## config.mk

```make
export PLATFORM = sky130hd
export DESIGN_NAME = vga_timing_gen
export DESIGN_NICKNAME = d
export VERILOG_FILES = /design/src/rtl/vga_timing_pkg.sv /design/src/rtl/vga_timing_gen_pix_tick.sv /design/src/rtl/vga_timing_gen.sv
export SDC_FILE = /design/constraint.sdc
export NUM_CORES = 1
export LEC_CHECK = 0
export CAP_MARGIN = 20
export CORE_UTILIZATION = 55
export CTS_CLUSTER_DIAMETER = 120
export DETAILED_ROUTE_END_ITERATION = 12
export DONT_BUFFER_PORTS = 1
export PLACE_DENSITY_LB_ADDON = 0.25
export SETUP_SLACK_MARGIN = 0.15
export SYNTH_ARGS = -nofsm -noshare
export SYNTH_HDL_FRONTEND = slang
export SYNTH_SLANG_ARGS = --single-unit
```

## constraint.sdc

```tcl
create_clock -name CLK -period 1.84 [get_ports CLK]
set_input_delay 0.092 -clock CLK [delete_from_list [all_inputs] [get_ports CLK]]
set_output_delay 0.092 -clock CLK [all_outputs]
set_load 0.1 [all_outputs]
```

## src/rtl/vga_timing_pkg.sv

```systemverilog
// vga_timing_pkg: shared 640x480@60 raster constants for the timing generator and window detector.
package vga_timing_pkg;
    localparam int H_TOTAL      = 800;
    localparam int H_SYNC       = 96;
    localparam int H_BACK       = 48;
    localparam int H_ACTIVE     = 640;
    localparam int V_TOTAL      = 525;
    localparam int V_SYNC       = 2;
    localparam int V_BACK       = 33;
    localparam int V_ACTIVE     = 480;
    localparam int H_DISP_START = H_SYNC + H_BACK;
    localparam int V_DISP_START = V_SYNC + V_BACK;
endpackage

```

## src/rtl/vga_timing_gen_pix_tick.sv

```systemverilog
// pix_tick_gen: divides CLK by CLK_DIV and flags the last CLK cycle of each pixel.
module pix_tick_gen
    import vga_timing_pkg::*;
#(
    parameter int CLK_DIV = 2
) (
    input  logic CLK,
    input  logic RST,
    output logic pix_tick
);
    localparam int DW = CLK_DIV > 1 ? $clog2(CLK_DIV) : 1;
    localparam logic [DW-1:0] LAST = DW'(CLK_DIV - 1);

    logic [DW-1:0] div_cnt;

    assign pix_tick = div_cnt == LAST;

    always_ff @(posedge CLK)
        div_cnt <= (RST || pix_tick) ? '0 : div_cnt + 1'b1;
endmodule

```

## src/rtl/vga_timing_gen.sv

```systemverilog
// vga_timing_gen: raster counters, active-low HSYNC/VSYNC and line/frame strobes.
// Define VGA_TIMING_FRAME_CNT_EN to add the 6-bit frame counter and blink output.
module vga_timing_gen
    import vga_timing_pkg::*;
#(
    parameter int CLK_DIV = 2,
    parameter int H_TOTAL = vga_timing_pkg::H_TOTAL,
    parameter int H_SYNC  = vga_timing_pkg::H_SYNC,
    parameter int V_TOTAL = vga_timing_pkg::V_TOTAL,
    parameter int V_SYNC  = vga_timing_pkg::V_SYNC
) (
    input  logic       CLK,
    input  logic       RST,
    output logic [9:0] horiz_c,
    output logic [9:0] vert_c,
    output logic       HSYNC,
    output logic       VSYNC,
    output logic       pix_tick,
    output logic       line_end,
    output logic       frame_end
`ifdef VGA_TIMING_FRAME_CNT_EN
    ,
    output logic [5:0] frame_cnt,
    output logic       blink
`endif
);
    if (H_TOTAL > 1024 || V_TOTAL > 1024) begin : g_size_chk
        $error("vga_timing_gen: H_TOTAL and V_TOTAL must fit 10-bit counters");
    end

    localparam logic [9:0] H_MAX = 10'(H_TOTAL - 1);
    localparam logic [9:0] V_MAX = 10'(V_TOTAL - 1);
    localparam logic [9:0] H_SW  = 10'(H_SYNC);
    localparam logic [9:0] V_SW  = 10'(V_SYNC);

    logic [9:0] h_nxt, v_nxt;

    pix_tick_gen #(.CLK_DIV(CLK_DIV)) u_pix_tick (
        .CLK     (CLK),
        .RST     (RST),
        .pix_tick(pix_tick)
    );

    always_comb begin
        line_end  = pix_tick && horiz_c == H_MAX;
        frame_end = line_end && vert_c == V_MAX;
        h_nxt     = pix_tick ? (horiz_c == H_MAX ? '0 : horiz_c + 10'd1) : horiz_c;
        v_nxt     = line_end ? (vert_c == V_MAX ? '0 : vert_c + 10'd1) : vert_c;
    end

    // Syncs decode the next-state counters so pins and counters change on the same edge.
    always_ff @(posedge CLK) begin
        if (RST) begin
            horiz_c <= '0;
            vert_c  <= '0;
            HSYNC   <= 1'b0;
            VSYNC   <= 1'b0;
        end else begin
            horiz_c <= h_nxt;
            vert_c  <= v_nxt;
            HSYNC   <= h_nxt >= H_SW;
            VSYNC   <= v_nxt >= V_SW;
        end
    end

`ifdef VGA_TIMING_FRAME_CNT_EN
    always_ff @(posedge CLK)
        frame_cnt <= RST ? '0 : frame_cnt + 6'(frame_end);

    assign blink = frame_cnt[5];
`endif
endmodule

```

==> results of run 1 <==
-- state kept, by name, indices dropped and copies added, names as in the netlist --
name,flops
horiz_c,10
vert_c,10
HSYNC,1
VSYNC,1
u_pix_tick.pix_tick,1
-- repair_timing --
item / 4_1_cts / 5_1_grt
setup buffers: 14 / 4
hold buffers: 1 / 0
hold endpoints to repair: 17 / 0
resized for setup: 26 / 21
setup endpoints to repair: 14 / 14
pin swaps: 7 / 8
-- cell usage after synthesis, drive strengths merged (4+ instances only) --
cell type   n
dfxtp      23
nor2       21
a21oi      12
o21ai      12
nand2       9
clkbuf      6
inv         6
nand3       6
nand4       6
nor3        6
or4         5
xnor2       5
and3        4
-- power groups by stage --
stage | clock network [uW] | logic [uW] | registers (uW)
detailed placement | 0 | 69.3 | 501
global placement | 0 | 66.8 | 500
global route | 277 | 97.0 | 490
finish | 262 | 94.8 | 489
CTS | 251 | 85.1 | 488
floorplan | 0 | 17.8 | 540
-- cell type report --
cell class	count	area share [%]
sequential	23	24.9
tap	28	1.64
timing repair buffer	58	25.5
clock inverter	1	0.234
multi-input combinational	128	45.4
inverter	6	1.17
clock buffer	3	1.05
-- worst max-delay path, cell delays in order, from the launching register on --
cell and delay, ns:
dfxtp_4 0.40, ha_4 0.14, nand2_2 0.05, or4_4 0.52, inv_4 0.10, buf_6 0.12, o2111ai_4 0.10, a2111oi_4 0.36
a31oi_1 0.16
-- kinds of logic (layout without fill, tap and decap cells) --
logic type               count (synthesis)  count (layout)  share of synthesized area [%]
XOR/XNOR                                 7               7                           4.60
adder cells (fa/ha/maj)                  3               3                           2.81
AO/OA/AOI/OAI                           44              44                           21.5
flip-flops                              23              23                           34.5
AND/OR/NAND/NOR                         74              74                           31.1
buffers and inverters                   15              68                           5.44
-- metrics by stage --
step | std cells | utilization [%] | setup WS, ns | cell area, sq um | power (uW)
floorplan | 166 | - | -0.216 | 1520 | 558
global placement | 224 | 78.5 | -0.00729 | 1770 | 567
detailed placement | 224 | 78.5 | -0.0499 | 1770 | 570
CTS | 243 | 89.1 | -0.191 | 2010 | 824
global route | 247 | 95.0 | -0.314 | 2140 | 864
finish | 247 | 95.0 | -0.247 | 2140 | 845
-- placed cells by master (no fill, tap or decap), drive strengths merged, types with 2 or more instances in the layout --
cell type	count
and2	3
nand3b	2
and4	2
or3	2
nand4	6
dfxtp	23
o31ai	2
a22oi	3
o21ai	12
nor3	6
or4	5
o211ai	2
a31oi	3
nor2	21
inv	6
xnor2	5
xor2	2
nor4	3
ha	3
buf	57
nand2b	2
nand3	6
and3	4
nand2	9
a21oi	12
clkbuf	3
-- final timing paths --
kind | endpoint | slack (ns) | cells after the start
min reg2reg | u_pix_tick.pix_tick | 0.50 | 1
max | VSYNC | -0.25 | 8
min | u_pix_tick.pix_tick | 0.50 | 1
max reg2reg | VSYNC | -0.25 | 8
-- metal layers --
layer  vias up  track usage (%)
met5         -                0
met4         0             9.91
met3        44             8.04
met2       202             58.8
met1       868             49.7
li1        729                -
==> metrics, run 1 <==
Slew HR 51.4%; WP data arrival 2.29 ns; worst skew pair latency between 0.3 and 0.4 ns; clock tree sinks 23; clock root cell clkbuf_4; Die Y 51.2 microns; startpoint types flip-flop; Core ar. approximately 2300 sq um; Maximum Capacitance Violations 0; I/O Buffers 0; Slew Viols, Final 0; antenna violations before repair 0; storage element area roughly 530 sq um; switching fraction of total power a little under a third; crit path time final 2.09 ns; unrepaired setup endpoints after global routing yes; Reg power frac between 50 and 60%; Total Neg Setup Slack -1.68 ns; Row Count 17; P_leak roughly 0.0008 uW; GRT Total Usage between 30% and 40%; FMAX 479 MHz; number of DRC markers in iteration 0 156; number of synthesized flops with an enable pin 0; Yosys top cell area share 34.5%; R2R Path Start horiz_c[0]; top_reg_cell synth dfxtp_1; placer congestion estimate between 0.8 and 0.9; count of state elements after synthesis 23; clock buffer depth 2; Initial Utilization roughly three fifths; WL/cell ~26 microns; CTS tree yes; Final WS setup -0.247 ns; Synthesis Warnings 0; ANT nets after route 0; layout cells sized above 1 49.8%; Synth area leaders dfxtp_1, nor2_1, a21oi_1; Clock Skews between 0.015 and 0.02 ns; hold slack final between 0.5 and 0.6 ns; Worst-Margin Slew ~0.73 ns; drt drc 0; WL met2 roughly 2900 microns; post-detailed-route via-to-cell ratio 7.46; Worst Path Required 2.04 ns; critical path endpoint category flip-flop; full die area ~2600 sq um; Synth Instances roughly 170; Chip Width about 51 microns; Final Hold Viols 0; htree depth 1; Period Utilization, post-route 113%; Post-Syn Nets roughly 170; synthesized area ~1300 sq um; largest net degree at the start of global routing 18; WL final about 6400 microns; Setup-failing EPs final 13; Worst Setup SP horiz_c[0]; failing checks setup timing; metal3 WL between 900 and 1000 microns; Clk pwr share 30.9%; total gr overflow 0; Async SR Flop Fraction 0%; CTS buffer count 3; DRT Pass-1 Iters 5; Int Pwr 589 uW; Worst VDD drop just under 600 uV; fill count 66; I/O Pins 27; Hold Startpoint u_pix_tick.pix_tick; Setup CP Type reg2reg; uppermost routed layer met4; Final Net Count roughly 230; via count of the first global-routing pass around 1400; Netlist cell types 44; PwrDens between 300 and 400 nW/um^2; CP Max Fanout 4; Clock transition at path regs 0.15 ns; first-pass GRT wire length between 7000 and 8000 microns; hpwl dp ~2800 microns; Synth Area per Inst 8.03 sq um; Sw Pwr 256 uW; DRT met1 WL between 2000 and 2500 microns; Combinational Power Share around 11%; sequential area share after synthesis roughly a third; min-delay worst type reg2reg; # diodes 0; area grow syn2layout 60.6%; outcome complete, but fails checks; vias between 1500 and 2000; multi-input logic area just under 1000 sq um; post-synth top area cell dfxtp_1
(Power assumes the default switching activity.)
==> run 2: changes to the inputs <==
--- a/config.mk
+++ b/config.mk
@@ -5,11 +5,11 @@
 export SDC_FILE = /design/constraint.sdc
 export NUM_CORES = 1
 export LEC_CHECK = 0
+export BUFFER_PORTS_ARGS = -buffer_cell sky130_fd_sc_hd__buf_2
 export CAP_MARGIN = 20
-export CORE_UTILIZATION = 55
+export CORE_UTILIZATION = 48
 export CTS_CLUSTER_DIAMETER = 120
 export DETAILED_ROUTE_END_ITERATION = 12
-export DONT_BUFFER_PORTS = 1
 export PLACE_DENSITY_LB_ADDON = 0.25
 export SETUP_SLACK_MARGIN = 0.15
 export SYNTH_ARGS = -nofsm -noshare
==> run 2 against run 1 <==
  * The flow still finishes with violations (setup timing)
  * Critical path type unchanged
  * Critical path depth unchanged
  * Flip-flop and latch count is the same
  * Fmax grew 2.8%
==> metrics, run 2 (synthesized netlist as in run 1, its figures left out) <==
outcome complete, but fails checks; failing checks setup timing; unrepaired setup endpoints after global routing yes; drt drc 0; worst skew pair latency between 0.3 and 0.4 ns; WP data arrival between 2 and 2.5 ns; crit path time final slightly above 2 ns; Final Net Count 232; via count of the first global-routing pass 1496; layout cells sized above 1 approximately 53%; hpwl dp around 2600 microns; Die Y 54.7 microns; Clock transition at path regs 0.13 ns; Crit path max-delay family simple AND/OR/NAND/NOR gates; Regs by FF count horiz_c (10), vert_c (10); Final Hold Viols 0; CP max stage delay approximately 0.54 ns; CP Max Fanout 3; # placed instances 233; min-delay worst type in2reg; first-pass GRT wire length between 6000 and 7000 microns; WL final 4390 microns; post-detailed-route via-to-cell ratio between 6 and 7; largest net degree at the start of global routing 17; Chip Width roughly 55 microns; Worst-Margin Slew just under 0.5 ns; crit path cell chain ha_4 -> nand2_2 -> or4_4 -> inv_4 -> buf_4 -> o2111ai_4 -> a2111oi_4 -> a31oi_1; total gr overflow 0; Slew HR 67.4%; clock tree sinks 23; Maximum Capacitance Violations 0; full die area between 2000 and 3000 sq um; Period Utilization, post-route 110%; # diodes 0; Worst Path Required a little over 2 ns; Initial Utilization a little over half; placer congestion estimate 0.871; GRT Total Usage between 30% and 40%; WL/cell between 15 and 20 microns; ANT nets after route 0; CTS buffer count 3; number of DRC markers in iteration 0 65; startpoint types flip-flop; final cell count without fillers between 200 and 300; area grow syn2layout 63.4%; DRT Pass-1 Iters 4; Slew Viols, Final 0; Row Count 18; Setup-failing EPs final 9; I/O Buffers 26; PwrDens between 300 and 400 nW/um^2; Clock Skews 0.00318 ns; clock buffer depth 2; vias ~1600; commonest non-fill, non-tap cell in the layout buf_4; Core ar. 2540 sq um; clock root cell clkbuf_4; post-cts hold buffer count 0; Finished Core Util a little under nine tenths; slowest CP cell or4_4; Worst VDD drop 501 uV; FMAX 493 MHz; I/O Pins 27; Buf+Inv Stages, Crit Path 2; antenna violations before repair 0; htree depth 1; critical path endpoint category flip-flop; most frequent cells in the layout buf_4, buf_2, dfxtp_4, nor2_1, a21oi_1; Setup CP Type reg2reg; CTS tree yes; P_leak about 0.00084 uW; Final WS setup -0.189 ns
## run 2: cell types whose count changed in the layout (fill, tap and decap cells not counted), moves of 2 or more
cell     previous run  this run
o21ai_1             2         4
buf_4              37        27
buf_2               0        24
or4_1               3         1
o31ai_1             2         0
buf_6              15         6
or4_4               2         4
o31ai_4             0         2
## run 2: per-stage QoR
stage / total power (uW) / hold WS, ns / setup TNS (ns) / setup WS, ns / instance area (sq um)
6_report: 813 / 0.133 / -0.811 / -0.189 / 2180
3_3_place_gp: 572 / 0.444 / -0.0207 / -0.0207 / 1800
3_5_place_dp: 573 / 0.447 / -0.0661 / -0.0416 / 1800
5_1_grt: 845 / 0.101 / -1.42 / -0.244 / 2180
2_1_floorplan: 558 / 0.381 / -1.21 / -0.216 / 1520
4_1_cts: 808 / 0.102 / -0.503 / -0.152 / 2020
## run 2: report_power, final
group          internal, uW  switching [uW]  total, uW
clock                  81.2             156        237
sequential              479            7.32        487
combinational          24.6            63.8       88.4
total                   585             227        813
## run 2: per-layer routing
| metal | routed length [microns] | vias up | GRT usage, % |
|---|---|---|---|
| li1 | - | 734 | - |
| met1 | 1720 | 750 | 37.2 |
| met2 | 2270 | 69 | 53.0 |
| met3 | 265 | 19 | 5.56 |
| met4 | 131 | 0 | 16.2 |
| met5 | 0 | - | 0 |
## run 2: worst min-delay path: stages
cell and delay, ns:
buf_2 0.09, inv_1 0.11, o21a_1 0.13
## run 2: path summary, 6_finish.rpt
check,start,to,slack (ns),cells past startpoint
worst min-delay path,RST,vert_c[8],0.13,3
worst max register to register,horiz_c[0],VSYNC,-0.19,8
worst max-delay path,horiz_c[0],VSYNC,-0.19,8
worst min register to register,u_pix_tick.pix_tick,u_pix_tick.pix_tick,0.48,1
## run 2: final cells by class
type	instances	area (sq um)
Clock buffer	3	22.5
Tap cell	30	37.5
Clock inverter	1	5.00
Multi-Input combinational cell	128	1010
Timing Repair Buffer	65	543
Sequential cell	23	534
Fill cell	129	365
Inverter	6	25.0
## run 2: timing repair
action / in CTS / in global routing
setup endpoints to repair: 12 / 14
gates resized for setup: 14 / 26
cloned: 1 / 0
endpoints found under the hold margin: 0 / 0
buffers inserted: 12 / 6
pin swaps: 6 / 14
